[src/rtl/spi_cmd_seq.sv]
// Command sequencer in front of the SPI master: one frame per write, two frames per read
// (command + dummy), with an inter-frame gap and a per-frame timeout.
module spi_cmd_seq #(
   parameter int unsigned GAP_CYC     = 8,
   parameter int unsigned TIMEOUT_CYC = 2048,
   parameter logic [15:0] DUMMY_WORD  = 16'h0000
) (
   input  logic        clk,
   input  logic        rst_n,
   input  logic        cmd_vld,
   input  logic        cmd_rd,
   input  logic [15:0] cmd,
   output logic        busy,
   output logic        rsp_vld,
   output logic [15:0] rsp,
   output logic        err,
   output logic        wrt,
   output logic [15:0] data_out,
   input  logic        done,
   input  logic [15:0] data_in
);

   localparam int unsigned DW = 16;
   localparam int unsigned GW = 8;
   localparam int unsigned TW = $clog2(TIMEOUT_CYC);

   localparam logic [TW-1:0] T_LAST   = TW'(TIMEOUT_CYC - 1);
   localparam logic [GW-1:0] GAP_LAST = GW'(GAP_CYC - 1);

   localparam logic [2:0] S_IDLE      = 3'd0;
   localparam logic [2:0] S_LAUNCH    = 3'd1;
   localparam logic [2:0] S_WAIT_LOW  = 3'd2;
   localparam logic [2:0] S_WAIT_HIGH = 3'd3;
   localparam logic [2:0] S_GAP       = 3'd4;
   localparam logic [2:0] S_DONE      = 3'd5;

   logic [2:0]    state, state_nxt;
   logic          is_rd, is_rd_nxt;
   logic          frm, frm_nxt;
   logic [TW-1:0] tcnt, tcnt_nxt;
   logic [GW-1:0] gcnt, gcnt_nxt;
   logic          busy_nxt, rsp_vld_nxt, err_nxt, wrt_nxt;
   logic [DW-1:0] rsp_nxt, data_out_nxt;

   // State and output registers
   always_ff @(posedge clk or negedge rst_n) begin
      if (!rst_n) begin
         state    <= S_IDLE;
         is_rd    <= 1'b0;
         frm      <= 1'b0;
         tcnt     <= '0;
         gcnt     <= '0;
         busy     <= 1'b0;
         rsp_vld  <= 1'b0;
         rsp      <= '0;
         err      <= 1'b0;
         wrt      <= 1'b0;
         data_out <= '0;
      end else begin
         state    <= state_nxt;
         is_rd    <= is_rd_nxt;
         frm      <= frm_nxt;
         tcnt     <= tcnt_nxt;
         gcnt     <= gcnt_nxt;
         busy     <= busy_nxt;
         rsp_vld  <= rsp_vld_nxt;
         rsp      <= rsp_nxt;
         err      <= err_nxt;
         wrt      <= wrt_nxt;
         data_out <= data_out_nxt;
      end
   end

   // Next state; registered outputs are computed one cycle ahead so they line up with the state
   always_comb begin
      state_nxt    = state;
      is_rd_nxt    = is_rd;
      frm_nxt      = frm;
      tcnt_nxt     = tcnt;
      gcnt_nxt     = gcnt;
      rsp_nxt      = rsp;
      err_nxt      = err;
      wrt_nxt      = 1'b0;
      data_out_nxt = data_out;

      case (state)
         S_IDLE: begin
            if (cmd_vld) begin
               is_rd_nxt    = cmd_rd;
               frm_nxt      = 1'b0;
               err_nxt      = 1'b0;
               tcnt_nxt     = '0;
               wrt_nxt      = 1'b1;
               data_out_nxt = cmd;
               state_nxt    = S_LAUNCH;
            end
         end
         // tcnt counts cycles since the wrt strobe, so it is zero during LAUNCH
         S_LAUNCH: begin
            tcnt_nxt  = tcnt + TW'(1);
            state_nxt = S_WAIT_LOW;
         end
         S_WAIT_LOW: begin
            if (tcnt == T_LAST) begin
               err_nxt   = 1'b1;
               state_nxt = S_DONE;
            end else begin
               tcnt_nxt = tcnt + TW'(1);
               if (!done) state_nxt = S_WAIT_HIGH;
            end
         end
         // Completion takes priority over a timeout expiring on the same cycle
         S_WAIT_HIGH: begin
            if (done) begin
               if (frm) rsp_nxt = data_in;
               gcnt_nxt  = '0;
               state_nxt = S_GAP;
            end else if (tcnt == T_LAST) begin
               err_nxt   = 1'b1;
               state_nxt = S_DONE;
            end else begin
               tcnt_nxt = tcnt + TW'(1);
            end
         end
         S_GAP: begin
            if (gcnt == GAP_LAST) begin
               if (is_rd && !frm) begin
                  frm_nxt      = 1'b1;
                  tcnt_nxt     = '0;
                  wrt_nxt      = 1'b1;
                  data_out_nxt = DUMMY_WORD;
                  state_nxt    = S_LAUNCH;
               end else begin
                  state_nxt = S_DONE;
               end
            end else begin
               gcnt_nxt = gcnt + GW'(1);
            end
         end
         S_DONE: state_nxt = S_IDLE;
         default: state_nxt = S_IDLE;
      endcase

      busy_nxt    = (state_nxt != S_IDLE);
      rsp_vld_nxt = (state_nxt == S_DONE);
   end

endmodule

[config.mk]
export PLATFORM = sky130hd
export DESIGN_NAME = spi_cmd_seq
export DESIGN_NICKNAME = d
export VERILOG_FILES = /design/src/rtl/spi_cmd_seq.sv
export SDC_FILE = /design/constraint.sdc
export NUM_CORES = 1
export LEC_CHECK = 0
export CORE_MARGIN = 3
export CORE_UTILIZATION = 47
export CTS_CLUSTER_SIZE = 12
export DETAILED_ROUTE_END_ITERATION = 10
export PLACE_DENSITY = 0.85
export SLEW_MARGIN = 0
export SYNTH_ARGS = -nofsm -noshare
export SYNTH_HDL_FRONTEND = slang
export SYNTH_SLANG_ARGS = --single-unit
export TNS_END_PERCENT = 10
[constraint.sdc]
create_clock -name clk -period 2.5 [get_ports clk]
set_input_delay 0.375 -clock clk [delete_from_list [all_inputs] [get_ports clk]]
set_output_delay 0.375 -clock clk [all_outputs]
set_load 0.005 [all_outputs]
### Word-level counts from Yosys, hierarchy flattened

Index checks and enable logic that the tools add are counted.
Widths: inputs -> output; s select.

| cells by class | value |
|---|---|
| add/subtract/negate cells | 2 |
| eq/ne operators | 13 |
| multiplexer cells | 32 |
| reduce and logical (&&, ||, !) cells | 14 |

Operator list:

| cell | count |
|---|---|
| $mux 11 | 5 |
| $pmux 11 s5 | 1 |
| $mux 16 | 3 |
| $pmux 16 s2 | 1 |
| $mux 3 | 7 |
| $mux 8 | 2 |
| $pmux 8 s2 | 1 |
| $pmux 3 s5 | 1 |
| $ne 2x2->1 const B | 6 |
| $add 11x1->11 const B | 1 |
| $eq 11x11->1 const B | 1 |
| $reduce_and 3->1 | 3 |
| $add 8x1->8 const B | 1 |
| $eq 8x3->1 const B | 1 |
| $mux 1 | 8 |
| $eq 3x2->1 const B | 2 |
| $eq 3x3->1 const B | 2 |
| $reduce_bool 3->1 | 2 |
| $reduce_and 5->1 | 1 |
| $reduce_bool 5->1 | 1 |
| $pmux 1 s2 | 2 |
| $reduce_and 4->1 | 1 |
| $reduce_bool 2->1 | 2 |
| $eq 3x1->1 const B | 1 |
| other kinds (5) | 5 |

| word-level totals | value |
|---|---|
| flip-flop bits (word level) | 60 |
| output and inout port bits | 36 |
| logic and storage cells | 72 |

### Longest topological paths before layout

Gate-level depths: netlist of run 1.

| depth | value |
|---|---|
| depth after elaboration | 6 |
| mapped depth | 7 |
| gate-level depth less buffers | 7 |

### Least setup slack after synthesis of run 1

Ideal clock, no wire load.

| path | value |
|---|---|
| path kind | reg2reg |
| start | register gcnt[0] |
| end | register tcnt[7] |
| setup time | 81 ps |
| arrival time | 1952 ps |
| slack | 468 ps |
| stages on the path, launching flop included | 7 |
| path buffers | 0 |
| period minus slack after synthesis | 2032 ps |
| cells stage by stage | dfrtp_1 > ha_1 > or3b_2 > o21ai_4 > nand2_2 > or4_1 > a21oi_1 |

| on the way | value |
|---|---|
| longest elaborated chain between the ends | 3 |

RTL lines:

| item | RTL line | RTL |
|---|---|---|
| from (decl) | 41 | `logic [GW-1:0] gcnt, gcnt_nxt;` |
| from (signal assigned) | 64 | `gcnt <= gcnt_nxt;` |
| $eq 8x3->1 | 126 | `if (gcnt == GAP_LAST) begin` |
| $ne 2x2->1 (no source line) | n/a |  |
| $reduce_and 5->1 (no source line) | n/a |  |
| to (signal assigned) | 63 | `tcnt <= tcnt_nxt;` |
| to (decl) | 40 | `logic [TW-1:0] tcnt, tcnt_nxt;` |

Every way passes these cells.
A chain may end at the register's enable or synchronous reset.

### Final worst setup path of run 1

| path | value |
|---|---|
| start | register gcnt[0] |
| end | register tcnt[10] |

The elaborated chain is that of the path after synthesis.

==> impl_metrics.py, run 1 <==
metrics = {
    "sta": {
        "layout_setup_ws_ns": 0.192,
        "setup_viol": 0,
        "max_freq_mhz": 433,
        "setup_tns_ns": 0,
        "tightest_slew_ns": 0.606,
        "min_period_ns": 2.31,
        "period_share_pct": 92.3,
        "max_slew_margin_pct": 59.6,
        "final-hold-violation-count": 0,
        "finalMaxSlewViolations": 0,
        "rsz0062_at_grt": "false",
        "fin_worst_skew_ns": 0.00470,
    },
    "die": {
        "dieArea_mm2": 0.00647,
        "die_x_um": 80.5,
        "fp.dieH_um": 80.5,
        "core_mm2": 0.00524,
        "io_pins": 73,
        "initial_utilization_pct": 49.8,
        "std_cell_rows": 26,
    },
    "run": {
        "timing.max_cap.violations": 0,
    },
    "cts": {
        "cts_setup_buffers": 0,
        "clock_sinks": 60,
        "clk_pin_slew_ns": 0.06,
        "h-tree-depth": 3,
        "cts_root_buf": "clkbuf_8",
        "clockBufferDepth": 2,
        "cts_buffers": 9,
        "clk_latency_ns": 0.33,
        "cts_tree": "built",
    },
    "yosys": {
        "async_flop_share_pct": 100,
        "yosys_warnings": 0,
        "synth_common_cells": "dfrtp_1 (60), mux2_2 (18), a22o_1 (17)",
        "syn_nets": 253,
        "syn_area_per_cell_um2": 12.2,
        "ys_seq_area_share_pct": 57.6,
        "synth_ff_type": "dfrtp_1",
        "synthTopCellsByArea": "dfrtp_1 (58%), mux2_2 (7.8%), a22o_1 (5.7%)",
        "yosysMostFrequentCell": "dfrtp_1",
        "yosys.area.top_type": "dfrtp_1",
        "synth_edf_count": 0,
        "syn_area_mm2": 0.00261,
        "synth_top_area_share_pct": 57.6,
        "syn_inst": 214,
        "ys_ff_latch": 60,
        "ys_types": 43,
    },
    "global_route": {
        "grt_pass1_vias": 2140,
        "grt_max_degree": 29,
        "grt_use_met3_pct": 6.95,
        "grtUsageTotal_pct": 21.0,
        "met2_usage_pct": 32.6,
        "grt-ovfl-total": 0,
        "grt_util_met1_pct": 26.7,
        "grt.busiest_layer": "met2",
        "grt_pass1_wl_um": 10300,
        "antenna_found_initial": 0,
    },
    "power": {
        "comb_power_share_pct": 37.9,
        "finalPower_mw": 3.70,
        "p_clk_share_pct": 20.4,
        "power_switching_mw": 1.15,
        "p_per_area_mw_per_mm2": 1020,
        "swShare_pct": 31.2,
        "p_int_mw": 2.54,
        "p_leak_nw": 1.66,
        "seq_power_share_pct": 41.7,
        "ir_drop_uv": 572,
    },
    "placed_design": {
        "place_ws_ns": -0.198,
        "place.gp.congestion": 0.857,
        "dpl_cell_area_mm2": 0.00343,
        "portBuffers": 72,
        "dpl.hpwl_um": 4260,
    },
    "drt": {
        "drtAntennaViolNets": 0,
        "firstDrtPassIters": 4,
        "avgRoutedWirePerCell_um": 16.1,
        "post-route-drc-count": 0,
        "viasPerCell": 5.50,
        "dr.first_iter.drc_count": 131,
        "via_count": 2034,
        "wl_um": 5970,
    },
    "cells_and_area": {
        "nNetsFinal": 335,
        "final_layout_size_suffix_gt1_share_pct": 16.0,
        "antenna-diode-count": 0,
        "finalInstanceArea_mm2": 0.00361,
        "nFillCells": 392,
        "syn2layout_area_growth_pct": 38.6,
    },
    "setup_path": {
        "worstPathMaxFanout": 19,
        "cp-start-kind": "register",
        "worstPathRequired_ns": 2.74,
        "endpoint_kind": "register",
        "worstSetupPathType": "reg -> reg",
        "r2r_start": "gcnt[0]",
        "arrival_ns": 2.55,
        "critPathLaunch": "gcnt[0]",
    },
    "status": {
        "outcome": "finished, final reports clean",
    },
    "hold_path": {
        "hold_class": "in -> async",
    },
}
sequential cells by signal (all words and copies together) (netlist names):
name	flops
frm	1
data_out	16
tcnt	11
rsp_vld	1
gcnt	8
wrt	1
rsp	16
err	1
is_rd	1
busy	1
state	3
final cells by class:
cell class / count / area (µm²) / area share (%)
clock inverter: 2 / 10.0 / 0.277
multi-input combinational: 140 / 1060 / 29.4
clock buffer: 13 / 159 / 4.40
sequential: 60 / 1500 / 41.6
tap: 70 / 87.6 / 2.42
inverter: 6 / 22.5 / 0.623
timing repair buffer: 79 / 768 / 21.3
logic make-up after synthesis:
group / count (synthesis) / synth area share [%]
AOI/OAI and AO/OA: 41 / 12.2
xor gates and xnor gates: 9 / 3.02
adders and majority gates: 2 / 0.960
buffers and inverters: 14 / 2.16
DFF: 60 / 57.6
muxes: 19 / 8.16
and+or+nand+nor: 69 / 15.9
routing by layer:
| metal | vias up | share of wire, % | routed length [µm] |
|---|---|---|---|
| li1 | 949 | - | - |
| met1 | 997 | 44 | 2640 |
| met2 | 75 | 46 | 2720 |
| met3 | 13 | 7.8 | 464 |
| met4 | 0 | 2.3 | 136 |
| met5 | - | 0 | 0 |
final timing paths:
path,end,depth (start not counted),slack [ns]
setup / recovery,tcnt[10],6,0.19
hold / removal,gcnt[3],1,0.05
setup reg to reg,tcnt[10],6,0.19
hold reg to reg,data_out[2],1,0.50
max in group asynchronous,data_out[15],2,1.76
min in group clk,data_out[2],1,0.50
layout by cell type (no fill, tap or decap), drive strengths merged, types with 5 or more instances in the layout:
cell type	instances
nand4	7
a21oi	5
clkbuf	13
and3	11
nand2	9
dfrtp	60
o21ai	9
inv	5
nand3	5
xor2	6
clkdlybuf4s50	71
a22o	17
buf	8
mux2	18
nor2	12
worst max-delay path, cell delays in order (launching register included):
cell and delay [ns]:
dfrtp_1 0.40, ha_1 0.21, or3b_2 0.24, nor2_1 0.13, a31oi_4 0.56, clkinv_1 0.42
nor3_1 0.26
power by group through the flow:
stage	Sequential (mW)	Clock, mW	Combinational (mW)
after floorplan	1.50	0	0.672
after global placement	1.54	0	1.35
after detailed placement	1.55	0	1.39
after CTS	1.54	0.773	1.42
after global routing	1.59	0.822	1.54
final	1.54	0.754	1.40
metrics by stage:
stage	hold WS [ns]	utilization [%]	instances
after global routing	0.0844	69.0	370
after floorplan	0.0794	-	214
after detailed placement	0.413	65.6	355
after CTS	0.0554	69.0	370
final	0.0467	69.0	370
after global placement	0.415	65.6	355
repair_timing:
item                                   in CTS  in global routing
hold buffers                                0                  0
endpoints found under the hold margin       0                  0
gates resized for setup                     1                  0
setup endpoints to repair                   9                  0
Power figures use the tool's default switching activity.
==> inputs of run 2 (changes only) <==
--- a/config.mk
+++ b/config.mk
@@ -5,11 +5,12 @@
 export SDC_FILE = /design/constraint.sdc
 export NUM_CORES = 1
 export LEC_CHECK = 0
-export CORE_MARGIN = 3
+export CORE_MARGIN = 5
 export CORE_UTILIZATION = 47
 export CTS_CLUSTER_SIZE = 12
 export DETAILED_ROUTE_END_ITERATION = 10
 export PLACE_DENSITY = 0.85
+export SETUP_SLACK_MARGIN = 0.3
 export SLEW_MARGIN = 0
 export SYNTH_ARGS = -nofsm -noshare
 export SYNTH_HDL_FRONTEND = slang
==> run 2 against run 1 <==
  * Sequential cell count unchanged
  * Worst setup slack improved by 0.22 ns
  * Wire length down 1.0%
  * Power is 6.1% higher
  * Non-clock buffer count up 4
  * Critical endpoint is now tcnt[9]
  * Cell area rose by 3.0%
==> impl_metrics.py, run 2 (synthesized netlist as in run 1, its figures left out) <==
metrics = {
    "status": {
        "outcome": "finished, final reports clean",
    },
    "global_route": {
        "grt_pass1_wl_um": 10300,
        "grt_pass1_vias": 2175,
        "grt-ovfl-total": 0,
        "antenna_found_initial": 0,
        "grtUsageTotal_pct": 18.1,
        "grt_max_degree": 38,
    },
    "drt": {
        "viasPerCell": 5.30,
        "firstDrtPassIters": 4,
        "wl_um": 5910,
        "dr.first_iter.drc_count": 65,
        "via_count": 1999,
        "drtAntennaViolNets": 0,
        "avgRoutedWirePerCell_um": 15.7,
        "post-route-drc-count": 0,
    },
    "cells_and_area": {
        "final_cell_mix": "clkdlybuf4s50_1 (71), dfrtp_1 (60), mux2_2 (18), a22o_1 (17), nor2_1 (12)",
        "regArea_mm2": 0.00150,
        "nNetsFinal": 339,
        "nFillCells": 403,
        "final_core_util_pct": 68.4,
        "final_layout_size_suffix_gt1_share_pct": 18.7,
        "syn2layout_area_growth_pct": 42.7,
        "stdcell_count": 377,
        "reg.largest.list": "data_out (16), rsp (16), tcnt (11)",
        "final_common_cell": "clkdlybuf4s50_1",
        "multi_input_area_mm2": 0.00108,
        "antenna-diode-count": 0,
        "finalInstanceArea_mm2": 0.00372,
    },
    "placed_design": {
        "portBuffers": 72,
        "dpl.hpwl_um": 4240,
        "dp.cells": 356,
        "dpl_cell_area_mm2": 0.00344,
        "place.gp.congestion": 0.844,
    },
    "power": {
        "seq_power_share_pct": 39.5,
        "swShare_pct": 30.4,
        "power_switching_mw": 1.19,
        "p_per_area_mw_per_mm2": 1050,
        "p_leak_nw": 1.71,
        "comb_power_share_pct": 36.5,
        "p_int_mw": 2.73,
        "finalPower_mw": 3.92,
        "ir_drop_uv": 675,
        "p_clk_share_pct": 24.0,
    },
    "setup_path": {
        "critPathLaunch": "tcnt[0]",
        "reg2regPathDepth": 6,
        "slowest_delay_ns": 0.49,
        "path_depth": 6,
        "worstPathRequired_ns": 2.75,
        "endpoint_kind": "register",
        "arrival_ns": 2.34,
        "crit_buf_inv": 0,
        "r2r_start": "tcnt[0]",
        "cp-start-kind": "register",
        "path_delay_family": "simple AND/OR/NAND/NOR gates",
        "worstSetupPathType": "reg -> reg",
        "critical-path-slowest-cell": "or4_1",
        "path_cells": "ha_1 -> and3_1 -> and4_2 -> a31o_2 -> or4_1 -> a21oi_2",
        "worstPathMaxFanout": 6,
    },
    "die": {
        "core_mm2": 0.00544,
        "std_cell_rows": 27,
        "die_x_um": 84.5,
        "fp.dieH_um": 84.5,
        "dieArea_mm2": 0.00713,
        "io_pins": 73,
        "initial_utilization_pct": 47.9,
    },
    "sta": {
        "setup_viol": 0,
        "tightest_slew_ns": 0.549,
        "max_slew_margin_pct": 63.4,
        "setup_tns_ns": 0,
        "rsz0062_at_grt": "true",
        "min_period_ns": 2.09,
        "finalMaxSlewViolations": 0,
        "period_share_pct": 83.5,
        "max_freq_mhz": 479,
        "fin_worst_skew_ns": 0.00676,
        "final-hold-violation-count": 0,
    },
    "cts": {
        "clock_sinks": 60,
        "cts_tree": "built",
        "clk_pin_slew_ns": 0.07,
        "cts_buffers": 9,
        "h-tree-depth": 3,
        "cts_root_buf": "clkbuf_8",
        "clk_latency_ns": 0.33,
        "clockBufferDepth": 2,
        "hold_buffers": 0,
    },
    "run": {
        "timing.max_cap.violations": 0,
    },
    "hold_path": {
        "hold_class": "in -> async",
    },
}
==> run 2: layout make-up <==
type / count / area share (%)
Clock buffer: 9 / 3.33
Multi-Input combinational cell: 140 / 29.0
Sequential cell: 60 / 40.4
Timing Repair Buffer: 83 / 21.8
Inverter: 6 / 0.605
Clock inverter: 7 / 2.46
Tap cell: 72 / 2.42
==> run 2: layer usage <==
metal / GRT usage, % / vias to the layer above / wire length [µm]
li1: - / 959 / -
met1: 22.9 / 980 / 2520
met2: 28.3 / 54 / 2870
met3: 8.44 / 6 / 451
met4: 4.46 / 0 / 66
met5: 0 / - / 0
==> run 2: worst paths after layout <==
path | slack (ns) | end
max | 0.41 | tcnt[9]
min | 0.02 | busy
max reg2reg | 0.41 | tcnt[9]
min reg2reg | 0.50 | data_out[1]
max in group asynchronous | 1.90 | tcnt[10]
min in group clk | 0.50 | data_out[1]
==> run 2: what timing repair did <==
action                     in CTS  in global routing
gates resized for setup         1                  4
gates cloned                    0                  0
pin swaps                       1                  3
setup endpoints to repair       2                 21
setup buffers                   1                  4
==> run 2: power by group through the flow <==
stage	sequential, mW	clock, mW	combinational [mW]
after CTS	1.55	0.966	1.41
after floorplan	1.50	0	0.672
after global routing	1.61	1.01	1.57
final	1.55	0.940	1.43
after detailed placement	1.55	0	1.38
after global placement	1.54	0	1.34
==> run 2: metrics by stage <==
step                      setup WS [ns]  hold slack, ns
final                             0.411          0.0219
after global routing              0.292          0.0624
after CTS                         0.339          0.0354
after detailed placement          0.142           0.400
after global placement            0.198           0.393
after floorplan                   0.468          0.0794
==> run 2: worst register-to-register path, cell delays in order (launching register included) <==
cell and delay [ns]:
dfrtp_1 0.40, ha_1 0.23, and3_1 0.22, and4_2 0.25
a31o_2 0.29, or4_1 0.49, a21oi_2 0.14
